<file path="src/rtl/elastic_pipe_reg_if.sv">
`default_nettype none
// ============================================================================
// Module      : elastic_pipe_reg_if
// Description : Handshake bundle for elastic_pipe_reg: upstream valid/ready/data,
//               downstream valid/ready/data, flush request and squash report.
// Revision    : 1.0 - initial release
// ============================================================================
interface elastic_pipe_reg_if #(
    parameter int DATA_W = 20
);
    logic              flush;
    logic              in_valid;
    logic              in_ready;
    logic [DATA_W-1:0] in_data;
    logic              out_valid;
    logic              out_ready;
    logic [DATA_W-1:0] out_data;
    logic              squashed;

    // master drives the register (both neighbouring stages), slave is the register
    modport master (
        output flush, in_valid, in_data, out_ready,
        input  in_ready, out_valid, out_data, squashed
    );

    modport slave (
        input  flush, in_valid, in_data, out_ready,
        output in_ready, out_valid, out_data, squashed
    );
endinterface
`default_nettype wire

</file>
<file path="src/rtl/elastic_pipe_reg.sv">
`default_nettype none
// ============================================================================
// Module      : elastic_pipe_reg
// Description : Elastic pipeline register with valid/ready handshake, optional
//               two-entry skid buffer, synchronous flush and bubble insertion.
// Revision    : 1.0 - initial release
// ============================================================================
module elastic_pipe_reg #(
    parameter int                DATA_W = 20,
    parameter int                SKID   = 1,
    parameter logic [DATA_W-1:0] BUBBLE = '0
) (
    input  wire logic           clk,
    input  wire logic           reset,
    elastic_pipe_reg_if.slave   bus
);

    typedef enum logic [1:0] {
        ST_EMPTY = 2'd0,
        ST_ONE   = 2'd1,
        ST_TWO   = 2'd2
    } state_t;

    generate
        if (SKID != 0) begin : g_skid
            state_t            r_state;
            state_t            w_nextState;
            logic [DATA_W-1:0] r_main;
            logic [DATA_W-1:0] r_skid;
            logic              r_inReady;
            logic              r_squashed;
            logic              w_outValid;
            logic              w_inXfer;
            logic              w_outXfer;
            logic              w_loadMainIn;
            logic              w_loadMainSkid;
            logic              w_loadSkid;

            assign w_outValid = (r_state != ST_EMPTY);
            assign w_inXfer   = bus.in_valid & r_inReady;
            assign w_outXfer  = w_outValid & bus.out_ready;

            always_comb begin
                w_nextState    = r_state;
                w_loadMainIn   = 1'b0;
                w_loadMainSkid = 1'b0;
                w_loadSkid     = 1'b0;
                if (bus.flush) begin
                    w_nextState = ST_EMPTY;
                end else begin
                    case (r_state)
                        ST_EMPTY: begin
                            if (w_inXfer) begin
                                w_loadMainIn = 1'b1;
                                w_nextState  = ST_ONE;
                            end
                        end
                        ST_ONE: begin
                            if (w_inXfer && w_outXfer) begin
                                w_loadMainIn = 1'b1;
                            end else if (w_inXfer) begin
                                w_loadSkid  = 1'b1;
                                w_nextState = ST_TWO;
                            end else if (w_outXfer) begin
                                w_nextState = ST_EMPTY;
                            end
                        end
                        ST_TWO: begin
                            if (w_outXfer) begin
                                w_loadMainSkid = 1'b1;
                                w_nextState    = ST_ONE;
                            end
                        end
                        default: w_nextState = ST_EMPTY;
                    endcase
                end
            end

            // in_ready is precomputed from the next state so it leaves a flop directly
            always_ff @(posedge clk or posedge reset) begin
                if (reset) begin
                    r_state    <= ST_EMPTY;
                    r_inReady  <= 1'b1;
                    r_squashed <= 1'b0;
                end else begin
                    r_state    <= w_nextState;
                    r_inReady  <= (w_nextState != ST_TWO);
                    r_squashed <= bus.flush & (w_outValid | bus.in_valid);
                end
            end

            always_ff @(posedge clk) begin
                if (bus.flush) begin
                    r_main <= BUBBLE;
                    r_skid <= BUBBLE;
                end else begin
                    if (w_loadMainIn) begin
                        r_main <= bus.in_data;
                    end else if (w_loadMainSkid) begin
                        r_main <= r_skid;
                    end
                    if (w_loadSkid) begin
                        r_skid <= bus.in_data;
                    end
                end
            end

            assign bus.in_ready  = r_inReady;
            assign bus.out_valid = w_outValid;
            assign bus.out_data  = w_outValid ? r_main : BUBBLE;
            assign bus.squashed  = r_squashed;
        end else begin : g_single
            logic [DATA_W-1:0] r_main;
            logic              r_valid;
            logic              r_squashed;
            logic              w_inReady;
            logic              w_inXfer;
            logic              w_outXfer;

            assign w_inReady = ~r_valid | bus.out_ready;
            assign w_inXfer  = bus.in_valid & w_inReady;
            assign w_outXfer = r_valid & bus.out_ready;

            always_ff @(posedge clk or posedge reset) begin
                if (reset) begin
                    r_valid    <= 1'b0;
                    r_squashed <= 1'b0;
                end else begin
                    r_squashed <= bus.flush & (r_valid | bus.in_valid);
                    if (bus.flush) begin
                        r_valid <= 1'b0;
                    end else if (w_inXfer) begin
                        r_valid <= 1'b1;
                    end else if (w_outXfer) begin
                        r_valid <= 1'b0;
                    end
                end
            end

            always_ff @(posedge clk) begin
                if (bus.flush) begin
                    r_main <= BUBBLE;
                end else if (w_inXfer) begin
                    r_main <= bus.in_data;
                end
            end

            assign bus.in_ready  = w_inReady;
            assign bus.out_valid = r_valid;
            assign bus.out_data  = r_valid ? r_main : BUBBLE;
            assign bus.squashed  = r_squashed;
        end
    endgenerate

endmodule
`default_nettype wire
</file>
<file path="src/flat_wrapper.sv">
// flat-port wrapper written by rule: the top's interface ports become plain ports
module elastic_pipe_reg_flat 
#(
    parameter int                DATA_W = 20,
    parameter int                SKID   = 1,
    parameter logic [DATA_W-1:0] BUBBLE = '0
)
  (clk, reset, bus_flush, bus_in_valid, bus_in_data, bus_out_ready, bus_in_ready, bus_out_valid, bus_out_data, bus_squashed);
  elastic_pipe_reg_if #(.DATA_W(DATA_W)) bus_i ();
  input  wire logic clk;
  input  wire logic reset;
  input wire logic [$bits(bus_i.flush)-1:0] bus_flush;
  input wire logic [$bits(bus_i.in_valid)-1:0] bus_in_valid;
  input wire logic [$bits(bus_i.in_data)-1:0] bus_in_data;
  input wire logic [$bits(bus_i.out_ready)-1:0] bus_out_ready;
  output wire logic [$bits(bus_i.in_ready)-1:0] bus_in_ready;
  output wire logic [$bits(bus_i.out_valid)-1:0] bus_out_valid;
  output wire logic [$bits(bus_i.out_data)-1:0] bus_out_data;
  output wire logic [$bits(bus_i.squashed)-1:0] bus_squashed;
  assign bus_i.flush = bus_flush;
  assign bus_i.in_valid = bus_in_valid;
  assign bus_i.in_data = bus_in_data;
  assign bus_i.out_ready = bus_out_ready;
  assign bus_in_ready = bus_i.in_ready;
  assign bus_out_valid = bus_i.out_valid;
  assign bus_out_data = bus_i.out_data;
  assign bus_squashed = bus_i.squashed;
  elastic_pipe_reg #(.DATA_W(DATA_W), .SKID(SKID), .BUBBLE(BUBBLE)) u_core (.clk(clk), .reset(reset), .bus(bus_i));
endmodule
</file>
<file path="config.mk">
export PLATFORM = sky130hd
export DESIGN_NAME = elastic_pipe_reg_flat
export DESIGN_NICKNAME = d
export VERILOG_FILES = /design/src/rtl/elastic_pipe_reg_if.sv /design/src/rtl/elastic_pipe_reg.sv /design/src/flat_wrapper.sv
export SDC_FILE = /design/constraint.sdc
export NUM_CORES = 1
export LEC_CHECK = 0
export ABC_AREA = 1
export CORE_UTILIZATION = 30
export CTS_CLUSTER_DIAMETER = 60
export DETAILED_ROUTE_END_ITERATION = 7
export RECOVER_POWER = 100
export SYNTH_ARGS = -nofsm -noshare
export SYNTH_HDL_FRONTEND = slang
export SYNTH_SLANG_ARGS = --single-unit
export TNS_END_PERCENT = 50
</file>
<file path="constraint.sdc">
create_clock -name clk -period 1.3 [get_ports clk]
set_clock_uncertainty 0.2 [all_clocks]
set_input_delay 0.26 -clock clk [delete_from_list [all_inputs] [get_ports clk]]
set_output_delay 0.26 -clock clk [all_outputs]
set_load 0.02 [all_outputs]
</file>
# [Word level (Yosys, flattened, before mapping)]
# Index checks and enable logic that the tools add are counted.
[word_totals] n_memories=0 elab_cells=36 mem_bits_rw=0 out_inout_bits=23 romBits=0 ff_bits=44 latch_bits=0 in_bits=25
[op_classes] add_sub_neg=0 n_eq_ne=3 n_shift=0 n_div=0 n_reduce_logical=4 muxes=20 multipliers=0 n_bitwise=4 magnitude_cmp=0
[op_table] cell="20-bit 2-to-1 mux" count=3
[op_table] cell="2-bit 2-to-1 mux" count=6
[op_table] cell="1-bit 2-to-1 mux" count=9
[op_table] cell="2-bit one-hot mux with 3 select lines" count=1
[op_table] cell="2-bit nonzero test" count=2
[op_table] cell="1-bit AND" count=3
[op_table] cell="2-bit by 1-bit equality test with 1-bit output (second input constant)" count=1
[op_table] cell="2-bit equality test (second input constant)" count=1
[op_table] cell="2-bit zero test" count=1
[op_table] cell="2-bit != test (second input constant)" count=1
[op_table] cell="1-bit one-hot mux with 2 select lines" count=1
[op_table] cell="1-bit logical AND" count=1
[op_table] cell="1-bit OR" count=1

# [Logic depth before layout (Yosys ltp)]
# Gate-level depths: netlist of the first run.
[logic_depth] depth_word=8 mapped_depth=8

# [Worst setup path after synthesis of the first run]
# Ideal clock, no wire load.
[synth_path] path_type="flip-flop to flip-flop" start="reg u_core.g_skid.r_inReady (netlist: u_core.bus.in_ready)" end="reg u_core.g_skid.r_skid[11]" n_path_buf=1 synth_period_minus_slack_ns=1.517 path_slack_ns=-0.217 path_stages_with_launch=7 arrival_ns=1.188 path_cell_list="dfstp_2 -> nand2_1 -> inv_1 -> nand3_2 -> buf_2 -> o21ai_1 -> a21oi_1"
[synth_via] elab_chain_len=5
[synth_lines] item="start, declared" line="elastic_pipe_reg.sv:30" text="logic r_inReady;"
[synth_lines] item="start signal, assigned" line="elastic_pipe_reg.sv:87" text="r_inReady <= (w_nextState != ST_TWO);"
[synth_lines] item="1-bit AND (*)" line="elastic_pipe_reg.sv:40" text="assign w_inXfer = bus.in_valid & r_inReady;"
[synth_lines] item="1-bit 2-to-1 mux / 1-bit logical AND (equally long branches)" line="elastic_pipe_reg.sv:61, elastic_pipe_reg.sv:59"
[synth_lines] item="1-bit 2-to-1 mux (*)" line="elastic_pipe_reg.sv:59" text="if (w_inXfer && w_outXfer) begin"
[synth_lines] item="1-bit 2-to-1 mux (*)" line="elastic_pipe_reg.sv:51" text="case (r_state)"
[synth_lines] item="1-bit 2-to-1 mux (*)" line="elastic_pipe_reg.sv:48" text="if (bus.flush) begin"
[synth_lines] item="end signal, assigned" line="elastic_pipe_reg.sv:103" text="r_skid <= bus.in_data;"
[synth_lines] item="end, declared" line="elastic_pipe_reg.sv:29" text="logic [DATA_W-1:0] r_skid;"
# Every way passes the cells marked *; elsewhere a longest branch is shown, timed or not.
# A chain may end at the register's enable or synchronous reset.

# [Worst setup path after layout of the first run]
[layout_path] start="reg u_core.g_skid.r_state[0]" end="out bus_out_data[9]"
[layout_via] elab_chain_len=2
[layout_lines] item="start, declared" line="elastic_pipe_reg.sv:26" text="state_t r_state;"
[layout_lines] item="start signal, assigned" line="elastic_pipe_reg.sv:86" text="r_state <= w_nextState;"
[layout_lines] item="2-bit nonzero test" line="elastic_pipe_reg.sv:39" text="assign w_outValid = (r_state != ST_EMPTY);"
[layout_lines] item="20-bit 2-to-1 mux" line="elastic_pipe_reg.sv:110" text="assign bus.out_data = w_outValid ? r_main : BUBBLE;"
[layout_lines] item="end, declared" line="flat_wrapper.sv:18" text="output wire logic [$bits(bus_i.out_data)-1:0] bus_out_data;"
# Every way passes these cells.

==> impl_results.md, run 1 <==
* Worst Setup EP: bus_out_data[9]
* Clk Latency, worst-skew pair at 0.30 ns
* Int Power at 2.55 mW
* Finished Core Util at 52.3%
* Final hold vios at 0
* Setup TNS at -22.16 ns
* Worst-Margin Slew at 0.341 ns
* Flop pwr share at 41.1%
* Final nets at 463
* Crit path time final at 1.71 ns
* Avg Cell Area, Syn at 6.44 um^2
* Sw Ratio at 27.0%
* Slowest cell on the critical path: dfrtp_1
* Antenna violations before repair at 0
* Syn_nets at 377
* Critical R2R Capture: u_core.g_skid.r_main[14]
* WP data arrival at 1.25 ns
* Number of buffers created by CTS at 5
* CP endpoint kind: output port
* Final setup margin at -0.410 ns
* Vias in the first global route at 2,239
* Via count at 2,492
* Synth area leader: dfxtp_1
* # IOs at 48
* Die height at 88.9 um
* Multi-input gate area at 0.00126 mm^2
* Number of max-cap violations at 0
* Sequential share of the synthesized area at 39.8%
* Global-route wire length before repair at 10,900 um
* Clock buffer depth at 2
* Clk pin slew, worst setup/hold paths at 0.08 ns
* Number of synthesized register bits at 44
* Cell family with most CP delay: flip-flops
* Total gr overflow at 0
* Ranking of synthesized cells by area: dfxtp_1, inv_1, nand2_1, nand3_1, nor2_1
* DP HPWL at 4300 um
* Die Area at 0.00791 mm^2
* Max-slew headroom at 77.3%
* CP max stage delay at 0.42 ns
* GPL Wtd Cong at 0.813
* Die Wd at 88.9 um
* Period utilization at 132%
* HP Class: input pin to flip-flop
* H-tree levels at 2
* Warnings from Yosys at 0
* DRC at 0
* Share of layout cells above drive strength 1 at 37.8%
* Layout area overhead at 68.3%
* Status: finished, violations left
* Min Hold Slack at 0.244 ns
* Crit-path max FO at 8
* Vias per Instance at 4.63
* Post-DRT Antenna Nets at 0
* CP Depth at 4
* FF-to-FF setup slack at -0.36 ns
* Worst R2R Start: u_core.g_skid.r_state[1]
* Initial DRC count at 142
* Row count at 31
* Non-Filler Instances at 538
* ANT cells at 0
* Drt pass-1 iters at 4
* Starting Density at 31.1%
* Mapped Area at 0.00227 mm^2
* CP Buf/Inv Count at 2
* Drt total wl at 6800 um
* Total Power at 3.50 mW
* Sink Count at 44
* Core ar. at 0.00729 mm^2
* Clk root buf: clkbuf_8
* Tot GR Track Use at 17.8%
* Pwr/cell area at 917 mW/mm^2
* VDD IR max at 0.433 mV
* CP Launch Type: flip-flop
* Netlist cell types at 18
* Most frequent cells in the layout: inv_1, nand2_1, dfxtp_1
* CTS tree: yes
* RSZ-0062 raised after global routing: yes
* Crit path launch: u_core.g_skid.r_state[0]
* Fmax at 585 MHz
* Pleak at 1.81 nW
* Pin count of the biggest net entering global routing at 32
* Setup Viol. Count Final at 66
* PortBufs at 47
* Placed cell count at 513
* Wirelength per Cell at 12.6 um
* Area share of the largest cell type after synthesis at 35.3%
* Fill cells at 692
* R2R depth at 9
* Switching power total at 0.945 mW
* Synth Instances at 352
* Clk pwr share at 32.4%
* Critical Path RT at 0.84 ns
* Crit path cell chain: nor2_4 -> buf_6 -> nor2_1 -> buf_2
* Commonest non-fill, non-tap cell in the layout: inv_1
* Area occupied by registers at 902 um^2
* Logic gate share of total power at 26.5%
* Slew Viols, Final at 0
* WS Path Type: flip-flop to output port
* Violations in the final reports: negative setup slack
-- through the flow --
step | instance area [um^2] | setup slack (ns)
2_1_floorplan | 2330 | -0.154
3_3_place_gp | 3140 | -0.571
3_5_place_dp | 3140 | -0.611
4_1_cts | 3680 | -0.420
5_1_grt | 3810 | -0.463
6_report | 3810 | -0.410
-- routing by layer --
layer	global-route usage, %	up-vias	share of wire [%]
li1	-	1267	-
met1	24.0	1173	47
met2	30.1	46	49
met3	2.68	6	3.2
met4	4.62	0	0.99
met5	0	-	0
-- cell families (layout without fill, tap and decap cells) --
group / after synthesis / count (layout) / share of synthesized area (%)
compound gates: 43 / 43 / 9.66
buf+inv: 94 / 181 / 16.7
simple gates: 171 / 171 / 33.8
flops: 44 / 44 / 39.8
-- state kept, by name, summed over array words and instances, names as in the netlist --
signal                 cells
u_core.bus.in_ready        1
u_core.bus.squashed        1
u_core.g_skid.r_main      20
u_core.g_skid.r_skid      20
u_core.g_skid.r_state      2
-- power groups by stage --
stage          clock (mW)  sequential [mW]  combinational (mW)
2_1_floorplan           0             1.47               0.372
3_3_place_gp            0             1.47               0.691
3_5_place_dp            0             1.47               0.692
4_1_cts              1.17             1.44               0.879
5_1_grt              1.22             1.45                1.01
6_report             1.13             1.44               0.928
-- cells in the mapped netlist --
library cell / count
a21oi_1: 22
buf_2: 18
buf_4: 1
clkbuf_1: 7
dfrtp_1: 3
dfstp_2: 1
dfxtp_1: 40
inv_1: 68
nand2_1: 62
nand3_1: 42
nand3_2: 2
nand4_1: 20
nor2_1: 43
nor2_2: 1
nor2_4: 1
o21ai_0: 1
o21ai_1: 19
o21ai_2: 1
-- cell type report --
class	count	area share, %
clock buffer	7	2.53
clock inverter	1	0.787
inverter	68	6.76
multi-input combinational	214	33.1
sequential	44	23.6
tap	99	3.25
timing repair buffer	105	29.9
-- how the worst min path moves through the flow --
stage | startpoint | end | cells after the start
floorplan | reset | u_core.bus.squashed | 1
global placement | u_core.g_skid.r_skid[15] | u_core.g_skid.r_skid[15] | 2
detailed placement | u_core.g_skid.r_skid[8] | u_core.g_skid.r_skid[8] | 2
CTS | bus_flush | u_core.g_skid.r_main[4] | 2
global route | bus_flush | u_core.g_skid.r_main[8] | 2
finish | bus_flush | u_core.g_skid.r_main[8] | 2
-- repair_timing --
action                     CTS  global route
hold buffers                 1             0
buffers inserted            11             1
gates cloned                 8             0
setup endpoints to repair   67            67
hold endpoints to repair     3             0
pin swaps                   31             8
gates resized for setup    186            45
Power figures use the tool's default switching activity.
==> run 2, diff against run 1 <==
--- a/config.mk
+++ b/config.mk
@@ -10,6 +10,7 @@
 export CTS_CLUSTER_DIAMETER = 60
 export DETAILED_ROUTE_END_ITERATION = 7
 export RECOVER_POWER = 100
+export SLEW_MARGIN = 20
 export SYNTH_ARGS = -nofsm -noshare
 export SYNTH_HDL_FRONTEND = slang
 export SYNTH_SLANG_ARGS = --single-unit
==> results of run 2 <==
No change in the layout: final DEF, timing and power equal those of run 1.
